File: src/rtl/muldiv_pkg.sv
// Shared encodings and op-class helpers for the HI/LO multiply/divide unit.
// Optional build macro: MULDIV_DIV0_FASTPATH_EN (see hilo_muldiv_unit).
package muldiv_pkg;

    typedef enum logic [2:0] {
        OP_MULT  = 3'd0,
        OP_MULTU = 3'd1,
        OP_MADD  = 3'd2,
        OP_MADDU = 3'd3,
        OP_MSUB  = 3'd4,
        OP_MSUBU = 3'd5,
        OP_DIV   = 3'd6,
        OP_DIVU  = 3'd7
    } op_e;

    typedef enum logic [1:0] {
        ST_IDLE = 2'd0,
        ST_MUL  = 2'd1,
        ST_DIV  = 2'd2,
        ST_FIX  = 2'd3
    } state_e;

    function automatic logic is_signed(input op_e o);
        return ~o[0];
    endfunction

    function automatic logic is_fused(input op_e o);
        return (o[2:1] == 2'b01) || (o[2:1] == 2'b10);
    endfunction

    function automatic logic is_sub(input op_e o);
        return o[2:1] == 2'b10;
    endfunction

    function automatic logic is_div(input op_e o);
        return o[2:1] == 2'b11;
    endfunction

endpackage

File: src/rtl/muldiv_negate.sv
// Conditional two's complement, used for operand magnitudes and result sign fix-up.
module muldiv_negate #(
    parameter int W = 32
) (
    input  logic         en_i,
    input  logic [W-1:0] val_i,
    output logic [W-1:0] val_o
);

    assign val_o = en_i ? -val_i : val_i;

endmodule

File: src/rtl/hilo_muldiv_unit.sv
// Multi-cycle multiply/divide engine owning HI/LO; radix-2^MUL_STEP multiplier, restoring divider.
// Define MULDIV_DIV0_FASTPATH_EN to skip divider iterations when the divisor is zero.
module hilo_muldiv_unit
    import muldiv_pkg::*;
#(
    parameter int WIDTH    = 32,
    parameter int MUL_STEP = 4
) (
    input  logic             clock,
    input  logic             reset,
    input  logic             start,
    input  logic [2:0]       op,
    input  logic [WIDTH-1:0] A,
    input  logic [WIDTH-1:0] B,
    input  logic             abort,
    input  logic [WIDTH-1:0] hi_in,
    input  logic [WIDTH-1:0] lo_in,
    input  logic             hi_write,
    input  logic             lo_write,
    output logic             busy,
    output logic             done,
    output logic [WIDTH-1:0] hi_out,
    output logic [WIDTH-1:0] lo_out
);

    localparam int W  = WIDTH;
    localparam int S  = MUL_STEP;
    localparam int CW = $clog2(W + 1);

    localparam logic [CW-1:0] MUL_LAST = CW'(W / S - 1);
    localparam logic [CW-1:0] DIV_LAST = CW'(W - 1);
    localparam logic [CW-1:0] CNT_ONE  = CW'(1);

    state_e         state_q, state_d;
    op_e            op_q, op_d;
    logic           neg_q, neg_d;
    logic           rneg_q, rneg_d;
    logic [W-1:0]   a_q, a_d;
    logic [2*W-1:0] p_q, p_d;
    logic [CW-1:0]  cnt_q, cnt_d;
    logic [W-1:0]   hi_q, hi_d;
    logic [W-1:0]   lo_q, lo_d;
    logic           done_q, done_d;

    op_e          op_in;
    logic         sgn_in;
    logic [W-1:0] abs_a;
    logic [W-1:0] abs_b;

    assign op_in  = op_e'(op);
    assign sgn_in = is_signed(op_in);

    muldiv_negate #(.W(W)) u_abs_a (
        .en_i  (sgn_in & A[W-1]),
        .val_i (A),
        .val_o (abs_a)
    );

    muldiv_negate #(.W(W)) u_abs_b (
        .en_i  (sgn_in & B[W-1]),
        .val_i (B),
        .val_o (abs_b)
    );

    // p_q = {partial, multiplier}: add a_q * low digit, then shift right by S
    logic [W+S-1:0] mprod;
    logic [W+S-1:0] msum;
    logic [2*W-1:0] mul_next;

    assign mprod    = {{S{1'b0}}, a_q} * {{W{1'b0}}, p_q[S-1:0]};
    assign msum     = {{S{1'b0}}, p_q[2*W-1:W]} + mprod;
    assign mul_next = {msum, p_q[W-1:S]};

    // p_q = {remainder, dividend/quotient}; one restoring step per cycle
    logic [W:0]     dshift;
    logic [W:0]     dtrial;
    logic [2*W-1:0] div_next;

    assign dshift   = {p_q[2*W-1:W], p_q[W-1]};
    assign dtrial   = dshift - {1'b0, a_q};
    assign div_next = dtrial[W]
                    ? {dshift[W-1:0], p_q[W-2:0], 1'b0}
                    : {dtrial[W-1:0], p_q[W-2:0], 1'b1};

    logic [2*W-1:0] prod_fix;
    logic [W-1:0]   quo_fix;
    logic [W-1:0]   rem_fix;

    muldiv_negate #(.W(2 * W)) u_fix_prod (
        .en_i  (neg_q),
        .val_i (p_q),
        .val_o (prod_fix)
    );

    muldiv_negate #(.W(W)) u_fix_quo (
        .en_i  (neg_q),
        .val_i (p_q[W-1:0]),
        .val_o (quo_fix)
    );

    muldiv_negate #(.W(W)) u_fix_rem (
        .en_i  (rneg_q),
        .val_i (p_q[2*W-1:W]),
        .val_o (rem_fix)
    );

    logic [2*W-1:0] hilo;
    logic [2*W-1:0] fused_res;
    logic [2*W-1:0] mul_res;
    logic [W-1:0]   fix_hi;
    logic [W-1:0]   fix_lo;

    assign hilo      = {hi_q, lo_q};
    assign fused_res = is_sub(op_q) ? hilo - prod_fix : hilo + prod_fix;
    assign mul_res   = is_fused(op_q) ? fused_res : prod_fix;
    assign fix_hi    = is_div(op_q) ? rem_fix : mul_res[2*W-1:W];
    assign fix_lo    = is_div(op_q) ? quo_fix : mul_res[W-1:0];

    always_comb begin
        state_d = state_q;
        op_d    = op_q;
        neg_d   = neg_q;
        rneg_d  = rneg_q;
        a_d     = a_q;
        p_d     = p_q;
        cnt_d   = cnt_q;
        hi_d    = hi_q;
        lo_d    = lo_q;
        done_d  = 1'b0;

        unique case (state_q)
            ST_IDLE: begin
                if (start && !abort) begin
                    op_d   = op_in;
                    neg_d  = sgn_in & (A[W-1] ^ B[W-1]);
                    rneg_d = sgn_in & A[W-1];
                    if (is_div(op_in)) begin
                        a_d     = abs_b;
                        p_d     = {{W{1'b0}}, abs_a};
                        cnt_d   = DIV_LAST;
                        state_d = ST_DIV;
`ifdef MULDIV_DIV0_FASTPATH_EN
                        if (B == '0) begin
                            p_d     = {abs_a, {W{1'b1}}};
                            state_d = ST_FIX;
                        end
`endif
                    end else begin
                        a_d     = abs_a;
                        p_d     = {{W{1'b0}}, abs_b};
                        cnt_d   = MUL_LAST;
                        state_d = ST_MUL;
                    end
                end
            end
            ST_MUL: begin
                p_d   = mul_next;
                cnt_d = cnt_q - CNT_ONE;
                if (cnt_q == '0) begin
                    state_d = ST_FIX;
                end
            end
            ST_DIV: begin
                p_d   = div_next;
                cnt_d = cnt_q - CNT_ONE;
                if (cnt_q == '0) begin
                    state_d = ST_FIX;
                end
            end
            ST_FIX: begin
                hi_d    = fix_hi;
                lo_d    = fix_lo;
                done_d  = 1'b1;
                state_d = ST_IDLE;
            end
        endcase

        if (abort) begin
            state_d = ST_IDLE;
            done_d  = 1'b0;
            hi_d    = hi_q;
            lo_d    = lo_q;
        end

        // direct MTHI/MTLO is the younger instruction and wins over FIX
        if (hi_write) begin
            hi_d = hi_in;
        end
        if (lo_write) begin
            lo_d = lo_in;
        end
    end

    always_ff @(posedge clock) begin
        if (reset) begin
            state_q <= ST_IDLE;
            op_q    <= OP_MULT;
            neg_q   <= 1'b0;
            rneg_q  <= 1'b0;
            a_q     <= '0;
            p_q     <= '0;
            cnt_q   <= '0;
            hi_q    <= '0;
            lo_q    <= '0;
            done_q  <= 1'b0;
        end else begin
            state_q <= state_d;
            op_q    <= op_d;
            neg_q   <= neg_d;
            rneg_q  <= rneg_d;
            a_q     <= a_d;
            p_q     <= p_d;
            cnt_q   <= cnt_d;
            hi_q    <= hi_d;
            lo_q    <= lo_d;
            done_q  <= done_d;
        end
    end

    assign busy   = (state_q != ST_IDLE);
    assign done   = done_q;
    assign hi_out = hi_q;
    assign lo_out = lo_q;

endmodule

File: config.mk
export PLATFORM = sky130hd
export DESIGN_NAME = hilo_muldiv_unit
export DESIGN_NICKNAME = d
export VERILOG_FILES = /design/src/rtl/muldiv_pkg.sv /design/src/rtl/muldiv_negate.sv /design/src/rtl/hilo_muldiv_unit.sv
export SDC_FILE = /design/constraint.sdc
export NUM_CORES = 1
export LEC_CHECK = 0
export CORE_ASPECT_RATIO = 0.5
export CORE_MARGIN = 2
export CORE_UTILIZATION = 30
export CTS_CLUSTER_SIZE = 20
export DETAILED_ROUTE_END_ITERATION = 8
export GPL_ROUTABILITY_DRIVEN = 0
export MAX_ROUTING_LAYER = met4
export PLACE_DENSITY = 0.44
export SYNTH_ARGS = -nofsm -noshare
export SYNTH_HDL_FRONTEND = slang
export SYNTH_HIERARCHICAL = 1
export SYNTH_SLANG_ARGS = --single-unit
File: constraint.sdc
create_clock -name clock -period 5.6 [get_ports clock]
set_input_delay 0.84 -clock clock [delete_from_list [all_inputs] [get_ports clock]]
set_output_delay 0.84 -clock clock [all_outputs]
set_load 0.03 [all_outputs]
==> flow_summary.toml, run 1 <==
[timing]
holdWs_ps = 498
relSlewSlack_pct = 30.5
finClkSkew_ps = 24.3
final.setup.worst_slack_ps = -193
tightestPinTransition_ps = 1040
slew_violations = 0
rsz0062_at_grt = "true"
finalHoldViolCount = 0
layout_min_cycle_time_ps = 5790
min_period_over_period_pct = 103
fmax_ghz = 0.173
finalSetupViolCount = 21

[synthesis]
yosysSeqAreaShare_pct = 13.2
ys.flop_type = "dfxtp_1"
synth_top_area_share_pct = 13.2
synth-seq-cells = 173
yosysTopAreaCell = "dfxtp_1"
synth_area_um2 = 26200
ys_types = 101
syn_area_per_cell_um2 = 7.27
async_reset_ff_share_pct = 0
synth_edf_count = 0
yosys_warnings = 6
syn-num-nets = 3985
synth_cells = 3601
synth_area_leaders = "dfxtp_1, xnor2_1, ha_1"

[setup_path]
worstPathArrival_ps = 6190
crit_type = "reg2reg"
required_ps = 6000
cp-start-kind = "register"
r2r-start = "p_q[10]"
r2r_end = "hi_out[20]"
critPathCapture = "hi_out[20]"
crit_start = "p_q[10]"
rr_worst_depth = 25
rrSetupSlack_ps = -190
end_kind = "register"
cp_max_fo = 4

[final_layout]
mostFrequentLayoutCells = "buf_4, nand2_1, inv_1"
final_common_cell = "buf_4"
area_delta_synth_final_pct = 32.1
drive_above_1_share_pct = 20.5
design_area_um2 = 34600
fin_nets = 4466

[floorplanning]
die-area_um2 = 89800
pin_count = 203
die_w_um = 422
die-height_um = 213
core-area_um2 = 86200
initial_core_util_pct = 30.3
rows = 76

[worst_hold_path]
min_path_cells = 2
hold_path_class = "reg2reg"

[drt]
drt-total-wl_um = 118000
met3_length_um = 7260
viasPerCell = 5.53
drtPass1Iterations = 5
wl_met1_um = 59000
routedWlPerCell_um = 22.4
vias = 29100
postRouteAntennaNets = 0
drt-initial-drc-count = 2554
drc = 0
highest_layer = "met4"
wl_met2_um = 50100

[clocking]
ctsHtreeMaxLevel = 4
cts.sinks = 173
cts_root_buffer = "clkbuf_16"
cts_buffers = 17
cts_tree = "done"
cts_max_path_buffers = 2
insertion_delay_ps = 550
clk_pin_slew_worst_paths_ps = 100

[grt]
grtUsageTotal_pct = 26.6
grt_pass1_wl_um = 178000
grt_max_degree = 85
grt_overflow_total = 0
grt_pass1_vias = 27900
antenna_found_initial = 3

[power_and_ir_drop]
ir_drop_uv = 193
seq_power_share_pct = 20.1
pwr-share-comb_pct = 61.3
p_per_area_nw_per_um2 = 204
leakage_nw = 14.3
p_sw_mw = 3.25
p_int_mw = 3.82
pwr-share-clk_pct = 18.6
sw_frac_of_total_pct = 46.0

[place]
io_buffers = 202
hpwl_um = 93800
dpl_cell_area_um2 = 32300
place_ws_ps = -526

[run_status]
violations = "negative setup slack"
status = "complete, but fails checks"

[flow_run]
maxCapViolations = 0
final cells by class:
| cell class | count | area [um2] |
|---|---|---|
| Antenna cell | 2 | 5.00 |
| Clock buffer | 17 | 425 |
| Clock inverter | 15 | 169 |
| Fill cell | 9061 | 51700 |
| Inverter | 292 | 1100 |
| Multi-Input combinational cell | 2908 | 22100 |
| Sequential cell | 173 | 3480 |
| Tap cell | 1170 | 1460 |
| Timing Repair Buffer | 690 | 5800 |
cells in the mapped netlist (46+ instances only):
cell,number
clkbuf_1,183
fa_1,93
nor2_1,269
dfxtp_1,173
or3_1,46
a221oi_1,64
o211ai_1,61
a21oi_1,300
inv_1,292
and2_1,134
o41ai_1,46
nand2_1,378
o31ai_1,62
nor3_1,71
o21ai_0,180
ha_1,154
xnor2_1,306
a311oi_1,69
a21o_1,68
cells by family after synthesis:
family | count (synthesis) | share of synthesized area [%]
AO/OA/AOI/OAI | 1102 | 29.1
XOR/XNOR | 347 | 11.6
adder cells (fa/ha/maj) | 247 | 14.5
buffers and inverters | 520 | 7.79
flip-flops | 173 | 13.2
multiplexers | 22 | 0.846
AND/OR/NAND/NOR | 1190 | 22.9
power by group through the flow:
stage | combinational, mW | sequential (mW) | clock, mW
detailed placement | 3.86 | 1.45 | 0
CTS | 4.04 | 1.42 | 1.35
finish | 4.33 | 1.42 | 1.32
global placement | 3.86 | 1.45 | 0
global route | 4.65 | 1.43 | 1.39
floorplan | 2.17 | 1.50 | 0
through the flow:
stage | cells | setup TNS [ps] | power, mW | utilization (%)
6_report | 5267 | -2210 | 7.07 | 40.1
5_1_grt | 5265 | -9150 | 7.47 | 40.1
4_1_cts | 5248 | -4020 | 6.81 | 38.9
3_5_place_dp | 5193 | -10090 | 5.31 | 37.5
3_3_place_gp | 5193 | -8380 | 5.30 | 37.5
2_1_floorplan | 3601 | -680 | 3.67 | -
repair_timing:
action                                 CTS  global route
endpoints found under the hold margin    0             0
buffers inserted                        23            20
setup endpoints to repair               38            53
gates resized for setup                114           170
pin swaps                               63            99
hold buffers                             0             0
worst max-delay path, cell delays in order, from the launching register on:
cell and delay [ps]:
dfxtp_2 330, or4_4 570, buf_6 150, nor4_4 140, buf_6 170, nand2_2 80
o31ai_4 210, xnor2_2 120, or3_4 400, or4_4 470, nor2_4 110, and3_4 210
and3b_2 200, nor2_1 60, xnor2_1 170, ha_1 310, and3_4 210, nand2_4 60
or4_4 540, or2_4 250, o22ai_4 240, buf_6 150, o21ai_4 70, xnor2_1 140
a221oi_2 210, nor2_1 50
sequential cells by signal, indices dropped and copies added (netlist names), 2 cells and up:
name	count
op_q	2
state_q	2
a_q	32
p_q	64
cnt_q	6
lo_out	32
hi_out	32
worst min-delay path by stage:
| stage | start | end |
|---|---|---|
| after floorplan | cnt_q[5] | cnt_q[5] |
| after global routing | cnt_q[5] | cnt_q[5] |
| after detailed placement | cnt_q[5] | cnt_q[5] |
| after global placement | op_q[1] | op_q[1] |
| final | op_q[1] | op_q[1] |
| after CTS | op_q[1] | op_q[1] |
per-layer routing:
metal / GRT usage [%] / vias to the layer above
li1: - / 13900
met1: 38.7 / 14300
met2: 38.9 / 817
met3: 3.87 / 94
met4: 5.24 / 0
met5: - / -
Power figures use the tool's default switching activity.
==> inputs of run 2 (changes only) <==
- PLACE_DENSITY: 0.44 -> not set
==> run 2 against run 1 <==
  * The flow still finishes with violations (negative setup slack)
  * Clock skew down 3.2 ps
  * Sequential share of layout area up 0.18 points
  * Non-clock buffer count down 58
  * Via count up 1.7%
  * Flip-flop and latch count unchanged
  * Combinational power down 3%
  * Largest cell class unchanged
==> flow_summary.toml, run 2 (synthesis results as in run 1) <==
[final_layout]
drive_above_1_share_pct = 18.6
final_common_cell = "buf_4"
area_delta_synth_final_pct = 29.6
insertedDiodeCount = 0
fin_nets = 4409
largest_register = "p_q"
largest_reg_flops = 64
mostFrequentLayoutCells = "buf_4, nand2_1, xnor2_1"
stdcell_count = 5208

[timing]
rsz0062_at_grt = "true"
tightestPinTransition_ps = 1300
finClkSkew_ps = 21.1
min_period_over_period_pct = 106
finalSetupViolCount = 27
slew_violations = 0
finalHoldViolCount = 0
final.setup.worst_slack_ps = -317
relSlewSlack_pct = 12.9
fmax_ghz = 0.169
layout_min_cycle_time_ps = 5920
fin_tns_setup_ps = -3580

[power_and_ir_drop]
p_per_area_nw_per_um2 = 207
ir_drop_uv = 187
power_mw = 7.01
leakage_nw = 13.9

[floorplanning]
die-area_um2 = 89800
pin_count = 203
die_w_um = 422
initial_core_util_pct = 30.3
die-height_um = 213
rows = 76
core-area_um2 = 86200

[grt]
grt_max_degree = 78
grt_pass1_wl_um = 163000
antenna_found_initial = 1
grt_pass1_vias = 27700
grt_overflow_total = 0
grtUsageTotal_pct = 23.6

[clocking]
cts_tree = "done"
ctsHtreeMaxLevel = 4
cts_buffers = 17
cts_hold_buf = 0
cts.sinks = 173
cts_max_path_buffers = 2
insertion_delay_ps = 530
clk_pin_slew_worst_paths_ps = 80
cts_root_buffer = "clkbuf_16"

[drt]
drt-initial-drc-count = 3305
drc = 0
drt-total-wl_um = 107000
drtPass1Iterations = 8
postRouteAntennaNets = 0
vias = 29600
viasPerCell = 5.68
routedWlPerCell_um = 20.6

[setup_path]
cp_slowest_cell = "or4_4"
crit_buf_inv = 5
cpMostUsedCell = "buf_6"
cp_max_fo = 5
crit_type = "reg2reg"
end_kind = "register"
cp-start-kind = "register"
required_ps = 5970
slowest_delay_ps = 540
worstPathArrival_ps = 6290
critical-path-top-delay-family = "simple AND/OR/NAND/NOR gates"

[place]
io_buffers = 202
place_ws_ps = -304
hpwl_um = 83200
dpl.cell_count = 5126

[run_status]
violations = "negative setup slack"
status = "complete, but fails checks"

[flow_run]
maxCapViolations = 0

[worst_hold_path]
hold_path_class = "reg2reg"
[run 2: cell count changes in the layout (fill, tap and decap cells not counted), sizes merged]
| cell | previous run | this run |
|---|---|---|
| and2 | 134 | 135 |
| buf | 491 | 433 |
| bufinv | 0 | 3 |
| clkbuf | 17 | 20 |
| clkinv | 5 | 0 |
| diode | 2 | 0 |
| inv | 300 | 299 |
[run 2: worst paths after layout]
kind	startpoint	to	slack, ps	cells after the start
min reg2reg	rneg_q	rneg_q	500	2
max	p_q[0]	hi_out[20]	-320	26
max reg2reg	p_q[0]	hi_out[20]	-320	26
min	rneg_q	rneg_q	500	2
[run 2: report_power, final]
part,leakage [nW],switching (mW),internal [mW]
registers,1.42,0.112,1.31
logic,12.2,2.40,1.82
clock network,0.296,0.639,0.726
total,13.9,3.15,3.86
[run 2: metrics by stage]
step | hold slack [ps] | area, um2 | util, %
after floorplan | 449 | 26400 | -
after global placement | 450 | 31800 | 36.9
after detailed placement | 464 | 31800 | 36.9
after CTS | 494 | 33200 | 38.5
after global routing | 521 | 33900 | 39.3
final | 496 | 33900 | 39.3
[run 2: routing by layer]
metal	vias up	track usage (%)	part of all wire [%]
li1	13700	-	-
met1	14300	30.9	44
met2	1349	36.1	44
met3	241	3.72	7.9
met4	0	10.3	4.6
met5	-	-	0
[run 2: what timing repair did]
action | 4_1_cts | 5_1_grt
endpoints found under the setup margin | 31 | 51
resized for setup | 108 | 136
pin swaps | 84 | 89
cloned | 0 | 1
setup buffers | 34 | 22
[run 2: layout make-up]
type | count | area [um2]
multi-input combinational | 2909 | 21900
clock inverter | 12 | 171
tap | 1170 | 1460
timing repair buffer | 632 | 5380
inverter | 292 | 1100
clock buffer | 20 | 447
fill | 8826 | 52300
sequential | 173 | 3480
[run 2: worst min-delay path: stages (launching register included)]
cell and delay (ps):
dfxtp_1 320, nand2_1 60, a21oi_1 60
